### config.mk
export PLATFORM = sky130hd
export DESIGN_NAME = health_alarm_controller_flat
export DESIGN_NICKNAME = d
export VERILOG_FILES = /design/src/rtl/health_alarm_controller_if.sv /design/src/rtl/health_alarm_controller.sv /design/src/flat_wrapper.sv
export SDC_FILE = /design/constraint.sdc
export NUM_CORES = 1
export LEC_CHECK = 0
export BUFFER_PORTS_ARGS = -buffer_cell sky130_fd_sc_hd__buf_4
export CAP_MARGIN = 10
export CORE_ASPECT_RATIO = 0.6
export CORE_MARGIN = 2
export CORE_UTILIZATION = 30
export CTS_CLUSTER_DIAMETER = 30
export DETAILED_ROUTE_END_ITERATION = 16
export PLACE_DENSITY_LB_ADDON = 0.12
export SYNTH_ARGS = -nofsm -noshare
export SYNTH_HDL_FRONTEND = slang
export SYNTH_SLANG_ARGS = --single-unit
### constraint.sdc
create_clock -name clk -period 2.46 [get_ports clk]
set_input_delay 0.246 -clock clk [delete_from_list [all_inputs] [get_ports clk]]
set_output_delay 0.246 -clock clk [all_outputs]
set_load 0.05 [all_outputs]
### src/rtl/health_alarm_controller_if.sv
// Sample/alarm bundle between the Phase1 health monitor, the alarm stage and
// the nurse-station display. The slave side is the alarm controller.
interface health_alarm_controller_if;
    // Sample stream from HealthcareSystemPhase1
    logic       sampleValid;
    logic       presureAbnormality;
    logic       bloodAbnormality;
    logic [3:0] glycemicIndex;
    logic       lowTempAbnormality;
    logic       highTempAbnormality;

    // Operator acknowledge from the nurse station
    logic       alarmAck;

    // Alarm status toward the display
    logic       alarmActive;
    logic       warnActive;
    logic [1:0] alarmState;
    logic [4:0] alarmCause;
    logic [7:0] eventCount;
    logic [3:0] peakGlycemic;

    modport master (
        output sampleValid,
        output presureAbnormality,
        output bloodAbnormality,
        output glycemicIndex,
        output lowTempAbnormality,
        output highTempAbnormality,
        output alarmAck,
        input  alarmActive,
        input  warnActive,
        input  alarmState,
        input  alarmCause,
        input  eventCount,
        input  peakGlycemic
    );

    modport slave (
        input  sampleValid,
        input  presureAbnormality,
        input  bloodAbnormality,
        input  glycemicIndex,
        input  lowTempAbnormality,
        input  highTempAbnormality,
        input  alarmAck,
        output alarmActive,
        output warnActive,
        output alarmState,
        output alarmCause,
        output eventCount,
        output peakGlycemic
    );
endinterface

### src/rtl/health_alarm_controller.sv
// Alarm stage behind HealthcareSystemPhase1: per-source debounce, then a
// NORMAL/WARN/ALARM/ACKED machine with latched cause, event count and peak glycemic.
module health_alarm_controller #(
    parameter int DEBOUNCE_CYCLES = 4,
    parameter int GLYCEMIC_HIGH   = 10
) (
    input  logic                          clk,
    input  logic                          rst,
    health_alarm_controller_if.slave      bus
);
    localparam int         NUM_SOURCES = 5;
    localparam logic [3:0] DEBOUNCE_MAX = 4'(DEBOUNCE_CYCLES);

    typedef enum logic [1:0] {
        NORMAL = 2'b00,
        WARN   = 2'b01,
        ALARM  = 2'b10,
        ACKED  = 2'b11
    } stateT;

    stateT                  stateReg;
    logic                   alarmActiveReg;
    logic                   warnActiveReg;
    logic [4:0]             alarmCauseReg;
    logic [7:0]             eventCountReg;
    logic [3:0]             peakGlycemicReg;

    logic [NUM_SOURCES-1:0] raw;
    logic [NUM_SOURCES-1:0] conf;
    logic [NUM_SOURCES-1:0] counterIsZero;
    logic [3:0]             persistCountReg [NUM_SOURCES];

    logic                   anyConf;
    logic                   anyRaw;
    logic                   newConf;
    logic                   allCountersZero;
    logic [7:0]             eventCountNext;

    // Raw bit order matches alarmCause so conf can be latched directly.
    assign raw = {
        bus.highTempAbnormality,
        bus.lowTempAbnormality,
        (32'(bus.glycemicIndex) >= GLYCEMIC_HIGH),
        bus.bloodAbnormality,
        bus.presureAbnormality
    };

    generate
        for (genvar gi = 0; gi < NUM_SOURCES; gi++) begin : gPersist
            always_ff @(posedge clk) begin
                if (rst) begin
                    persistCountReg[gi] <= 4'd0;
                end else if (bus.sampleValid) begin
                    if (!raw[gi]) begin
                        persistCountReg[gi] <= 4'd0;
                    end else if (persistCountReg[gi] != DEBOUNCE_MAX) begin
                        persistCountReg[gi] <= persistCountReg[gi] + 4'd1;
                    end
                end
            end

            assign conf[gi]          = (persistCountReg[gi] == DEBOUNCE_MAX);
            assign counterIsZero[gi] = (persistCountReg[gi] == 4'd0);
        end
    endgenerate

    assign anyConf         = |conf;
    assign anyRaw          = |raw;
    assign newConf         = |(conf & ~alarmCauseReg);
    assign allCountersZero = &counterIsZero;
    assign eventCountNext  = (eventCountReg == 8'hFF) ? eventCountReg : eventCountReg + 8'd1;

    always_ff @(posedge clk) begin
        if (rst) begin
            stateReg       <= NORMAL;
            alarmActiveReg <= 1'b0;
            warnActiveReg  <= 1'b0;
            alarmCauseReg  <= 5'd0;
            eventCountReg  <= 8'd0;
        end else begin
            case (stateReg)
                NORMAL, WARN: begin
                    if (anyConf) begin
                        stateReg       <= ALARM;
                        alarmActiveReg <= 1'b1;
                        warnActiveReg  <= 1'b0;
                        alarmCauseReg  <= conf;
                        eventCountReg  <= eventCountNext;
                    end else if (stateReg == NORMAL && bus.sampleValid && anyRaw) begin
                        stateReg       <= WARN;
                        warnActiveReg  <= 1'b1;
                    end else if (stateReg == WARN && bus.sampleValid && !anyRaw) begin
                        stateReg       <= NORMAL;
                        warnActiveReg  <= 1'b0;
                    end
                end

                ALARM: begin
                    // Ack takes priority; a source confirming on the same edge is
                    // left out of the cause so ACKED sees it as new and re-alarms.
                    if (bus.alarmAck) begin
                        stateReg       <= ACKED;
                        alarmActiveReg <= 1'b0;
                    end else begin
                        alarmCauseReg  <= alarmCauseReg | conf;
                    end
                end

                ACKED: begin
                    if (newConf) begin
                        stateReg       <= ALARM;
                        alarmActiveReg <= 1'b1;
                        alarmCauseReg  <= alarmCauseReg | conf;
                        eventCountReg  <= eventCountNext;
                    end else if (allCountersZero) begin
                        stateReg       <= NORMAL;
                        alarmCauseReg  <= 5'd0;
                    end
                end

                default: begin
                    stateReg       <= NORMAL;
                    alarmActiveReg <= 1'b0;
                    warnActiveReg  <= 1'b0;
                end
            endcase
        end
    end

    // Peak is a display statistic; only reset clears it.
    always_ff @(posedge clk) begin
        if (rst) begin
            peakGlycemicReg <= 4'd0;
        end else if (bus.sampleValid && (bus.glycemicIndex > peakGlycemicReg)) begin
            peakGlycemicReg <= bus.glycemicIndex;
        end
    end

    assign bus.alarmActive  = alarmActiveReg;
    assign bus.warnActive   = warnActiveReg;
    assign bus.alarmState   = stateReg;
    assign bus.alarmCause   = alarmCauseReg;
    assign bus.eventCount   = eventCountReg;
    assign bus.peakGlycemic = peakGlycemicReg;
endmodule
### src/flat_wrapper.sv
// flat-port wrapper written by rule: the top's interface ports become plain ports
module health_alarm_controller_flat 
#(
    parameter int DEBOUNCE_CYCLES = 4,
    parameter int GLYCEMIC_HIGH   = 10
)
  (clk, rst, bus_sampleValid, bus_presureAbnormality, bus_bloodAbnormality, bus_glycemicIndex, bus_lowTempAbnormality, bus_highTempAbnormality, bus_alarmAck, bus_alarmActive, bus_warnActive, bus_alarmState, bus_alarmCause, bus_eventCount, bus_peakGlycemic);
  health_alarm_controller_if bus_i ();
  input  logic clk;
  input  logic rst;
  input wire logic [$bits(bus_i.sampleValid)-1:0] bus_sampleValid;
  input wire logic [$bits(bus_i.presureAbnormality)-1:0] bus_presureAbnormality;
  input wire logic [$bits(bus_i.bloodAbnormality)-1:0] bus_bloodAbnormality;
  input wire logic [$bits(bus_i.glycemicIndex)-1:0] bus_glycemicIndex;
  input wire logic [$bits(bus_i.lowTempAbnormality)-1:0] bus_lowTempAbnormality;
  input wire logic [$bits(bus_i.highTempAbnormality)-1:0] bus_highTempAbnormality;
  input wire logic [$bits(bus_i.alarmAck)-1:0] bus_alarmAck;
  output wire logic [$bits(bus_i.alarmActive)-1:0] bus_alarmActive;
  output wire logic [$bits(bus_i.warnActive)-1:0] bus_warnActive;
  output wire logic [$bits(bus_i.alarmState)-1:0] bus_alarmState;
  output wire logic [$bits(bus_i.alarmCause)-1:0] bus_alarmCause;
  output wire logic [$bits(bus_i.eventCount)-1:0] bus_eventCount;
  output wire logic [$bits(bus_i.peakGlycemic)-1:0] bus_peakGlycemic;
  assign bus_i.sampleValid = bus_sampleValid;
  assign bus_i.presureAbnormality = bus_presureAbnormality;
  assign bus_i.bloodAbnormality = bus_bloodAbnormality;
  assign bus_i.glycemicIndex = bus_glycemicIndex;
  assign bus_i.lowTempAbnormality = bus_lowTempAbnormality;
  assign bus_i.highTempAbnormality = bus_highTempAbnormality;
  assign bus_i.alarmAck = bus_alarmAck;
  assign bus_alarmActive = bus_i.alarmActive;
  assign bus_warnActive = bus_i.warnActive;
  assign bus_alarmState = bus_i.alarmState;
  assign bus_alarmCause = bus_i.alarmCause;
  assign bus_eventCount = bus_i.eventCount;
  assign bus_peakGlycemic = bus_i.peakGlycemic;
  health_alarm_controller #(.DEBOUNCE_CYCLES(DEBOUNCE_CYCLES), .GLYCEMIC_HIGH(GLYCEMIC_HIGH)) u_core (.clk(clk), .rst(rst), .bus(bus_i));
endmodule
-- Yosys cells after proc, flatten, opt, wreduce, memory -nomap -nowiden
Memories as Yosys holds them, arrays and structs flattened.
Cells that the tools add are included.
- register bits after elaboration: 21
- RAM bits: 20
- input port bits: 12
- output and inout port bits: 21
- logic and storage cells: 152
- memories kept: 1
- add/sub/neg operators: 6
- $lt $le $gt $ge: 2
- equality and inequality tests: 20
- muxes and demuxes: 80
- bitwise logic cells: 13
- reduce and logical (&&, ||, !) cells: 24
- memory list (memory ; words ; bits a word ; rd ports ; clocked after Yosys merged registers in ; wr ports ; RTL line ; text):
    u_core.persistCountReg ; 5 ; 4 ; 5 ; 0 ; 5 ; health_alarm_controller.sv:31 ; logic [3:0] persistCountReg [NUM_SOURCES];
- operators with widths (kind ; number):
    $mux W1 ; 53
    $mux W4 ; 10
    $mux W8 ; 3
    $add A4 B1 Y4 const B ; 5
    $eq A4 B3 Y1 const B ; 5
    $logic_not A4 Y1 ; 5
    $mux W5 ; 4
    $ne A4 B3 Y1 const B ; 5
    $pmux W8 S2 ; 1
    $pmux W5 S3 ; 1
    $reduce_or A5 Y1 ; 3
    $mux W2 ; 6
    $reduce_and A3 Y1 ; 4
    $or A1 B1 Y1 ; 10
    $add A8 B1 Y8 const B ; 1
    $eq A8 B8 Y1 const B ; 1
    $pmux W2 S3 ; 1
    $and A5 B5 Y5 ; 1
    $logic_and A1 B1 Y1 ; 5
    $not A5 Y5 ; 1
    $or A5 B5 Y5 ; 1
    $reduce_and A5 Y1 ; 1
    $eq A2 B2 Y1 const B ; 2
    $ge A4 B4 Y1 const B ; 1
    13 further kinds ; 15

-- Depth between registers and ports, before layout
Gate-level depths: netlist of run 1.
- depth after elaboration: 8
- mapped depth: 9
- depth with buffers taken out: 8

-- Worst setup path after synthesis of run 1
OpenSTA, ideal clock, no wires.
- kind: reg2reg
- from: reg u_core.peakGlycemicReg[1], in the netlist u_core.bus.peakGlycemic[1]
- to: reg u_core.peakGlycemicReg[0], in the netlist u_core.bus.peakGlycemic[0]
- data arrival time: 1921 ps
- slack: 411 ps
- cell stages (with the launch flop): 9
- clock period less this slack: 2049 ps
- path through: dfxtp_1 inv_1 ha_1 nor2b_1 o21a_1 o21ai_0 a21oi_1 mux2i_1 nor2_1
- longest elaborated chain between the ends: 2
- RTL lines (element ; RTL line ; text):
    from (decl) ; health_alarm_controller.sv:26 ; logic [3:0] peakGlycemicReg;
    from (signal assigned) ; health_alarm_controller.sv:135 ; peakGlycemicReg <= bus.glycemicIndex;
    $gt A4 B4 Y1 ; health_alarm_controller.sv:134 ; end else if (bus.sampleValid && (bus.glycemicIndex > peakGlycemicReg)) begin
    $logic_and A1 B1 Y1 ; health_alarm_controller.sv:134 ;
No other way between the ends.
A chain may end at the register's enable or synchronous reset.

==> impl_metrics.toml, run 1 <==
[outcome]
status = "finished clean"

[logic_synthesis]
synth-seq-area-share = 0.435
avgSynthCellArea_sq_um = 10.0
synth_area_leaders = "edfxtp_1 26%, dfxtp_1 18%, ha_1 8.0%"
netlist.area_leader.share = 0.256
synth_ff_type = "dfxtp_1"
synth_top_cell_by_area = "edfxtp_1"
ys_async_sr_fraction = 0
synthesis.area_sq_um = 2350
synthCells = 234
synth_warnings = 0
synth-seq-cells = 41
synth_edf_count = 20
synth_cell_type_count = 49
syn_nets = 261

[final_layout]
fin_nets = 297
drive_gt1_frac = 0.199
final_area_sq_um = 2840
final_common_cell = "buf_4"
final_cell_mix = "33 x buf_4, 32 x nor2_1, 24 x inv_1, 21 x dfxtp_1, 20 x edfxtp_1"
n_antenna_cell = 0
synthToLayoutAreaGrowth_pct = 20.9

[clock_tree]
cts_hold_buf = 0
cts.repair.resized = 0
clock_path_buffers = 2
post_cts_buffers = 0
cts_tree = "built"
htree_levels = 2
clk_latency_ns = 0.28
root_buffer = "clkbuf_16"
clk_pin_slew_worst_paths_ns = 0.06
cts_made_buffers = 5
cts_sinks = 41

[timing]
max_freq_mhz = 478
worst_pin_slew_ns = 0.556
period_needed_ns = 2.09
finalSetupViolCount = 0
rsz0062_at_grt = "no"
slew_viol_final = 0
slew_headroom = 0.626
fin_setup_tns_ns = 0
finalClockSkew_ns = 0.00733
hold_viol = 0
fin_crit_sh = 0.850

[routing]
drt-total-wl_um = 5170
vias = 1729
ant_nets = 0
viasPerCell = 4.61
wire_per_inst_um = 13.8
drtIter0Drc = 178
first_pass_iters = 4
drcViolationCount = 0

[global_route]
grt_pass1_vias = 1586
grt_pass1_wl_um = 8420
grt_overflow = 0
grt_start_max_net_pins = 26
grt_usage = 0.129
antenna_found_initial = 0

[placement]
portBuffers = 32
gp_congestion = 0.722
dpl_cell_area_sq_um = 2710
place_hpwl_um = 3940

[die]
start_util = 0.317
core_sq_um = 7420
die-area_sq_um = 8580
row_count = 24
pin_count = 33
die_h_um = 72.6
die_w_um = 118

[worst_setup_path]
reg2reg_slack_ns = 0.37
cp.required_ns = 2.63
crit_path_top_delay_cell = "edfxtp_1"
worstSetupStartpointType = "flop"
slowest_delay_ns = 0.43
cp_cell_sequence = "inv_1 > ha_1 > nor4bb_1 > and4_1 > a41o_1 > a31oi_2 > nand2_1 > o21ai_0"
reg2reg_to = "u_core.bus.alarmCause[2]"
cp-end-kind = "flop"
arrival_ns = 2.26
path_class = "flop to flop"
rr_startpoint = "u_core.persistCountReg[3][0]"
r2r_cells = 8
crit_fanout = 5

[pwr]
peakVddDrop_mv = 0.257
p_per_area_nw_per_um2 = 691
leakage_nw = 1.22
p_total_w = 0.00196

[hold_path]
min_delay_worst_endpoint = "u_core.bus.peakGlycemic[0]"
holdPathStages = 3
min-delay-path-class = "input port to flop"
hp-start = "bus_glycemicIndex[0]"

[job]
maxCapViolations = 0
## cells in the mapped netlist, drive strengths merged (2+ instances only)
cell type  count
edfxtp        20
or2b           2
o22a           3
a31oi          2
clkbuf         3
nor2          32
nand2         11
dfxtp         21
and3           2
a21oi          5
nor2b          2
or3            3
inv           24
ha            15
nand4b         2
nand4          6
xor2           7
nand3b         7
nor4           2
mux2i          6
a2bb2oi        2
nand3         14
xnor2          6
and4           2
o21ai         14
nand2b         6
## layer usage
layer  vias to the layer above  global-route usage  wire [um]
met3                         5              0.0409        236
met4                         0              0.0361         34
met1                       801               0.205       3000
met5                         -                   0          0
met2                        29               0.157       1900
li1                        894                   -          -
## how the worst max path moves through the flow
stage	from	endpoint	slack, ns	cells after the start
after floorplan	u_core.bus.peakGlycemic[1]	u_core.bus.peakGlycemic[0]	0.41	8
after global placement	u_core.persistCountReg[0][0]	u_core.bus.eventCount[3]	0.40	8
after detailed placement	u_core.persistCountReg[0][0]	u_core.bus.eventCount[3]	0.38	8
after CTS	u_core.persistCountReg[0][0]	u_core.bus.eventCount[3]	0.39	8
after global routing	u_core.persistCountReg[3][0]	u_core.bus.alarmCause[1]	0.24	8
final	u_core.persistCountReg[3][0]	u_core.bus.alarmCause[2]	0.37	8
## metrics by stage
step | worst slack, ns | util | instances | hold slack (ns)
floorplan | 0.411 | - | 234 | 0.393
global placement | 0.402 | 0.365 | 367 | 0.474
detailed placement | 0.384 | 0.365 | 367 | 0.489
CTS | 0.387 | 0.383 | 375 | 0.209
global route | 0.237 | 0.383 | 375 | 0.230
finish | 0.370 | 0.383 | 375 | 0.216
## cells by family after synthesis
kind of cell               count (synthesis)  share of synthesized area
buffers and inverters                     28                     0.0479
adders and majority gates                 15                     0.0799
AOI/OAI and AO/OA                         32                     0.0974
muxes                                      7                     0.0319
xor gates and xnor gates                  13                     0.0485
DFF                                       41                      0.435
and+or+nand+nor                           98                      0.260
## where the power goes
| part | switching, W | internal (W) | leakage (nW) | total (W) |
|---|---|---|---|---|
| Combinational | 0.000293 | 0.000190 | 0.763 | 0.000483 |
| Clock | 0.000258 | 0.000374 | 0.0655 | 0.000632 |
| Sequential | 0.0000732 | 0.000776 | 0.393 | 0.000849 |
| Total | 0.000625 | 0.00134 | 1.22 | 0.00196 |
## worst max-delay path: cells and delay by family, from the launching register on
family | cells | cell delay (ns)
AO/OA/AOI/OAI | 3 | 0.42
buffers and inverters | 1 | 0.08
adder cells (fa/ha/maj) | 1 | 0.20
flip-flops | 1 | 0.43
AND/OR/NAND/NOR | 3 | 0.83
## flip-flops by register name, summed over array words and instances (netlist names)
register,flops
u_core.bus.alarmState,2
u_core.bus.peakGlycemic,4
u_core.bus.eventCount,8
u_core.bus.alarmActive,1
u_core.bus.warnActive,1
u_core.bus.alarmCause,5
u_core.persistCountReg,20
## layout make-up
cell class                 instances  area [sq um]
multi-input combinational        165          1220
fill                             764          4580
clock inverter                     1          3.75
inverter                          24          90.1
tap                              104           130
clock buffer                       7           133
sequential                        41          1020
timing repair buffer              33           248
Note: power is estimated with default switching activity, not from simulation.
==> run 2, diff against run 1 <==
--- a/config.mk
+++ b/config.mk
@@ -5,6 +5,7 @@
 export SDC_FILE = /design/constraint.sdc
 export NUM_CORES = 1
 export LEC_CHECK = 0
+export ABC_AREA = 1
 export BUFFER_PORTS_ARGS = -buffer_cell sky130_fd_sc_hd__buf_4
 export CAP_MARGIN = 10
 export CORE_ASPECT_RATIO = 0.6
==> constraint.sdc (replaced) <==
create_clock -name clk -period 2 [get_ports clk]
set_input_delay 0.2 -clock clk [delete_from_list [all_inputs] [get_ports clk]]
set_output_delay 0.2 -clock clk [all_outputs]
set_load 0.05 [all_outputs]
==> run 2 against run 1 <==
Effect of this change: area after synthesis grew 7.6%; core utilization is essentially flat; critical path depth grew 3; highest routed layer unchanged; hold slack lost 0.075 ns; sequential share of layout area shrank 2.6 points; wire length grew 14%; sequential power grew 25%; global-route usage grew 1.5 points; clock skew shrank 0.00052 ns; largest cell class unchanged; cell count grew 23%.
==> impl_metrics.toml, run 2 <==
[worst_setup_path]
arrival_ns = 1.99
reg2reg_to = "u_core.bus.alarmCause[2]"
crit_fanout = 7
r2r_cells = 11
rr_startpoint = "u_core.persistCountReg[1][0]"
worstSetupStartpointType = "flop"
cp-end-kind = "flop"
reg2reg_slack_ns = 0.23
path_class = "flop to flop"
cp-startpoint = "u_core.persistCountReg[1][0]"
cp.required_ns = 2.22

[routing]
viasPerCell = 4.45
drcViolationCount = 0
ant_nets = 0
wire_per_inst_um = 12.8
vias = 2050
drtIter0Drc = 81
first_pass_iters = 5
drt-total-wl_um = 5890

[timing]
fin_crit_sh = 0.886
hold_viol = 0
finalClockSkew_ns = 0.00680
worst_pin_slew_ns = 0.489
finalSetupViolCount = 0
max_freq_mhz = 564
slew_headroom = 0.673
rsz0062_at_grt = "no"
period_needed_ns = 1.77
slew_viol_final = 0
whs_ns = 0.141
fin_setup_tns_ns = 0

[pwr]
p_per_area_nw_per_um2 = 878
p_total_w = 0.00269
peakVddDrop_mv = 0.398
leakage_nw = 1.31

[placement]
gp_congestion = 0.792
place_hpwl_um = 4680
portBuffers = 32

[hold_path]
holdPathStages = 2
min-delay-path-class = "input port to flop"
hp-start = "rst"
min_delay_worst_endpoint = "u_core.bus.eventCount[2]"

[logic_synthesis]
syn_nets = 336
synthesis.area_sq_um = 2530
synth_warnings = 0
synth-seq-cells = 41
synth_ff_type = "dfxtp_1"
ys_async_sr_fraction = 0
synthCells = 309
avgSynthCellArea_sq_um = 8.18
synthTopCellsByCount = "43 x inv_1, 43 x nand2_1, 41 x nor2_1, 25 x nand3_1, 21 x dfxtp_1"
synth-seq-area-share = 0.404
synth_area_leaders = "edfxtp_1 24%, dfxtp_1 17%, ha_1 7.4%"
synth_cell_type_count = 31
synth_edf_count = 20
netlist.area_leader.share = 0.238
synth_top_cell_by_area = "edfxtp_1"

[final_layout]
final_cell_mix = "43 x inv_1, 43 x nand2_1, 41 x nor2_1, 40 x buf_4, 25 x nand3_1"
fin_nets = 379
n_antenna_cell = 0
drive_gt1_frac = 0.235
n_fill_cell = 859
regArea_sq_um = 1020
largest_reg_flops = 20
multi_input_area_sq_um = 1290
regMostFlops = "u_core.persistCountReg"
synthToLayoutAreaGrowth_pct = 21.3

[clock_tree]
cts_made_buffers = 5
clk_pin_slew_worst_paths_ns = 0.06
htree_levels = 2
root_buffer = "clkbuf_16"
post_cts_buffers = 0
cts.repair.resized = 0
cts_hold_buf = 0
clk_latency_ns = 0.29
cts_tree = "built"
cts_sinks = 41
clock_path_buffers = 2

[global_route]
grt_pass1_wl_um = 9850
grt_start_max_net_pins = 17
grt_pass1_vias = 1921
grt_usage = 0.144
grt_overflow = 0
antenna_found_initial = 0

[die]
start_util = 0.316
pin_count = 33
die_h_um = 75.1
die-area_sq_um = 9200
core_sq_um = 8010
die_w_um = 122
row_count = 25

[job]
maxCapViolations = 0

[outcome]
status = "finished clean"
run 2: kinds of logic after synthesis:
family	count (synthesis)	share of synthesized area
xor gates and xnor gates	10	0.0347
AOI/OAI and AO/OA	41	0.0975
buffers and inverters	51	0.0837
adders and majority gates	15	0.0743
DFF	41	0.404
and+or+nand+nor	151	0.306
run 2: cell type report:
class,count,share of cell area
inverter,47,0.0576
clock inverter,1,0.00163
sequential,41,0.333
timing repair buffer,40,0.0980
clock buffer,7,0.0433
tap,108,0.0441
multi-input combinational,217,0.422
run 2: worst max-delay path by stage:
stage | end | cells after the start
2_1_floorplan | u_core.bus.peakGlycemic[0] | 9
3_3_place_gp | u_core.bus.alarmCause[0] | 11
3_5_place_dp | u_core.bus.alarmCause[2] | 11
4_1_cts | u_core.bus.alarmCause[2] | 11
5_1_grt | u_core.bus.alarmCause[4] | 11
6_report | u_core.bus.alarmCause[2] | 11
run 2: critical path, cell delays in order (launching register included):
cell,delay (ns)
edfxtp_1,0.39
inv_1,0.06
ha_1,0.23
nand3_1,0.16
nand2_2,0.07
nor2_2,0.14
nand3_2,0.19
nand2_1,0.13
inv_2,0.07
nand2_4,0.10
nand2_2,0.06
a21oi_2,0.10
run 2: per-layer routing:
layer,up-vias,global-route usage,share of wire
met5,-,0,0
met4,0,0.0460,0.013
met3,7,0.0386,0.045
met2,36,0.169,0.34
met1,892,0.238,0.61
li1,1115,-,-
run 2: stage by stage:
| stage | area [sq um] | util | setup WS, ns | cells |
|---|---|---|---|---|
| after detailed placement | 2930 | 0.366 | 0.247 | 453 |
| after CTS | 3070 | 0.383 | 0.220 | 461 |
| after global placement | 2930 | 0.366 | 0.274 | 453 |
| final | 3070 | 0.383 | 0.228 | 461 |
| after floorplan | 2530 | - | 0.259 | 309 |
| after global routing | 3070 | 0.383 | 0.0225 | 461 |
run 2: power by group:
part / switching [W] / total, W / internal (W)
Combinational: 0.000584 / 0.000858 / 0.000274
Clock: 0.000313 / 0.000774 / 0.000461
Sequential: 0.0000894 / 0.00106 / 0.000970
==> run 3, diff against run 2 <==
--- a/config.mk
+++ b/config.mk
@@ -5,7 +5,6 @@
 export SDC_FILE = /design/constraint.sdc
 export NUM_CORES = 1
 export LEC_CHECK = 0
-export ABC_AREA = 1
 export BUFFER_PORTS_ARGS = -buffer_cell sky130_fd_sc_hd__buf_4
 export CAP_MARGIN = 10
 export CORE_ASPECT_RATIO = 0.6
@@ -14,6 +13,7 @@
 export CTS_CLUSTER_DIAMETER = 30
 export DETAILED_ROUTE_END_ITERATION = 16
 export PLACE_DENSITY_LB_ADDON = 0.12
+export SLEW_MARGIN = 20
 export SYNTH_ARGS = -nofsm -noshare
 export SYNTH_HDL_FRONTEND = slang
 export SYNTH_SLANG_ARGS = --single-unit
==> run 3 against run 2 <==
Effect of this change: combinational power fell by 18%; register-to-register slack got worse by 0.16 ns; count of clock-buffer cells in the layout did not move; largest power group unchanged; hold slack improved by 0.031 ns; sequential power barely moved; sequential cell count did not move; clock skew rose by 0.0012 ns; global-route usage fell by 0.48 points; largest cell class unchanged; wire length fell by 4.6%; via count fell by 11%; critical path type unchanged.
==> impl_metrics.toml, run 3 (synthesis gave the netlist of run 1 again) <==
[global_route]
grt_usage = 0.139
grt_use_met2 = 0.176
grt_start_max_net_pins = 25
use_met3 = 0.0425
antenna_found_initial = 0
busiest_layer = "met1"
grt_pass1_vias = 1709
grt_overflow = 0
grt_pass1_wl_um = 9090
use_met1 = 0.218

[final_layout]
regMostFlops = "u_core.persistCountReg"
synthToLayoutAreaGrowth_pct = 31.8
n_fill_cell = 779
drive_gt1_frac = 0.304
n_antenna_cell = 0
final_util = 0.418
final_common_cell = "buf_4"
largest_reg_flops = 20
final_cell_mix = "57 x buf_4, 32 x nor2_1, 22 x inv_1, 20 x dfxtp_1, 20 x edfxtp_1"
fin_nets = 322

[timing]
period_needed_ns = 1.93
worst_pin_slew_ns = 0.496
max_freq_mhz = 518
slew_headroom = 0.666
finalSetupViolCount = 0
rsz0062_at_grt = "yes"
finalClockSkew_ns = 0.00800
slew_viol_final = 0
hold_viol = 0
fin_crit_sh = 0.965

[outcome]
status = "finished clean"

[placement]
portBuffers = 32
gp_congestion = 0.750
place_hpwl_um = 4250

[worst_setup_path]
reg2reg_slack_ns = 0.07
cp_cell_sequence = "inv_1 > ha_2 > nor4bb_4 > buf_4 > and4_4 > a41o_1 > a31oi_4 > nand2_1 > o21ai_0"
arrival_ns = 2.10
crit_path_top_delay_cell = "edfxtp_1"
cp-end-kind = "flop"
crit_fanout = 5
critPathBufInv = 2
cp_top_family = "simple AND/OR/NAND/NOR gates"
path_class = "flop to flop"
worstSetupStartpointType = "flop"
slowest_delay_ns = 0.39
cp.required_ns = 2.17

[job]
maxCapViolations = 0

[routing]
drtIter0Drc = 107
ant_nets = 0
drcViolationCount = 0
vias = 1827
drt-total-wl_um = 5620
wire_per_inst_um = 14.0
viasPerCell = 4.57
first_pass_iters = 4

[pwr]
peakVddDrop_mv = 0.431
p_total_w = 0.00252
leakage_nw = 1.35
p_per_area_nw_per_um2 = 812

[die]
row_count = 24
core_sq_um = 7420
die_w_um = 118
start_util = 0.317
die-area_sq_um = 8580
pin_count = 33
die_h_um = 72.6

[clock_tree]
cts_sinks = 41
root_buffer = "clkbuf_16"
clk_latency_ns = 0.29
clk_pin_slew_worst_paths_ns = 0.06
cts_tree = "built"
clock_path_buffers = 2
cts_made_buffers = 5
htree_levels = 2

[hold_path]
min-delay-path-class = "input port to flop"
[run 3: through the flow]
step	cell area, sq um	TNS (ns)	worst slack (ns)	instances	hold slack (ns)
2_1_floorplan	2350	0	0.0473	234	0.347
3_3_place_gp	2870	0	0.00967	389	0.452
3_5_place_dp	2870	-0.289	-0.0641	389	0.463
4_1_cts	3050	0	0.00372	398	0.163
5_1_grt	3100	-0.333	-0.0623	400	0.178
6_report	3100	0	0.0692	400	0.172
[run 3: report_power, final]
group	total (W)	internal [W]	switching [W]
registers	0.00103	0.000954	0.0000790
logic	0.000704	0.000306	0.000398
clock network	0.000780	0.000460	0.000321
[run 3: path summary, 6_finish.rpt]
| kind | cells after the start | from | endpoint |
|---|---|---|---|
| setup / recovery | 9 | u_core.persistCountReg[3][0] | u_core.bus.alarmCause[4] |
| hold / removal | 3 | bus_glycemicIndex[0] | u_core.bus.peakGlycemic[0] |
| setup reg to reg | 9 | u_core.persistCountReg[3][0] | u_core.bus.alarmCause[4] |
| hold reg to reg | 2 | u_core.bus.eventCount[4] | u_core.bus.eventCount[4] |
[run 3: worst min-delay path: stages]
cell     delay [ns]
buf_4          0.09
mux2i_1        0.06
nor2_1         0.07
[run 3: metal layers]
metal | up-vias | routed length [um]
li1 | 952 | -
met1 | 835 | 3160
met3 | 8 | 285
met2 | 32 | 2120
met5 | - | 0
met4 | 0 | 60
[run 3: cell type report]
| type | count | area [sq um] | share of cell area |
|---|---|---|---|
| clock buffers | 7 | 133 | 0.0428 |
| clock inverters | 1 | 3.75 | 0.00121 |
| repair buffers | 58 | 439 | 0.142 |
| multi-input cells | 165 | 1280 | 0.413 |
| inverters | 24 | 90.1 | 0.0291 |
| flip-flops and latches | 41 | 1020 | 0.330 |
| well taps | 104 | 130 | 0.0420 |
[run 3: timing repair]
item,4_1_cts,5_1_grt
setup endpoints to repair,7,12
hold buffers,0,0
cloned,0,0
resized for setup,5,12
pin swaps,2,13
setup buffers,1,2
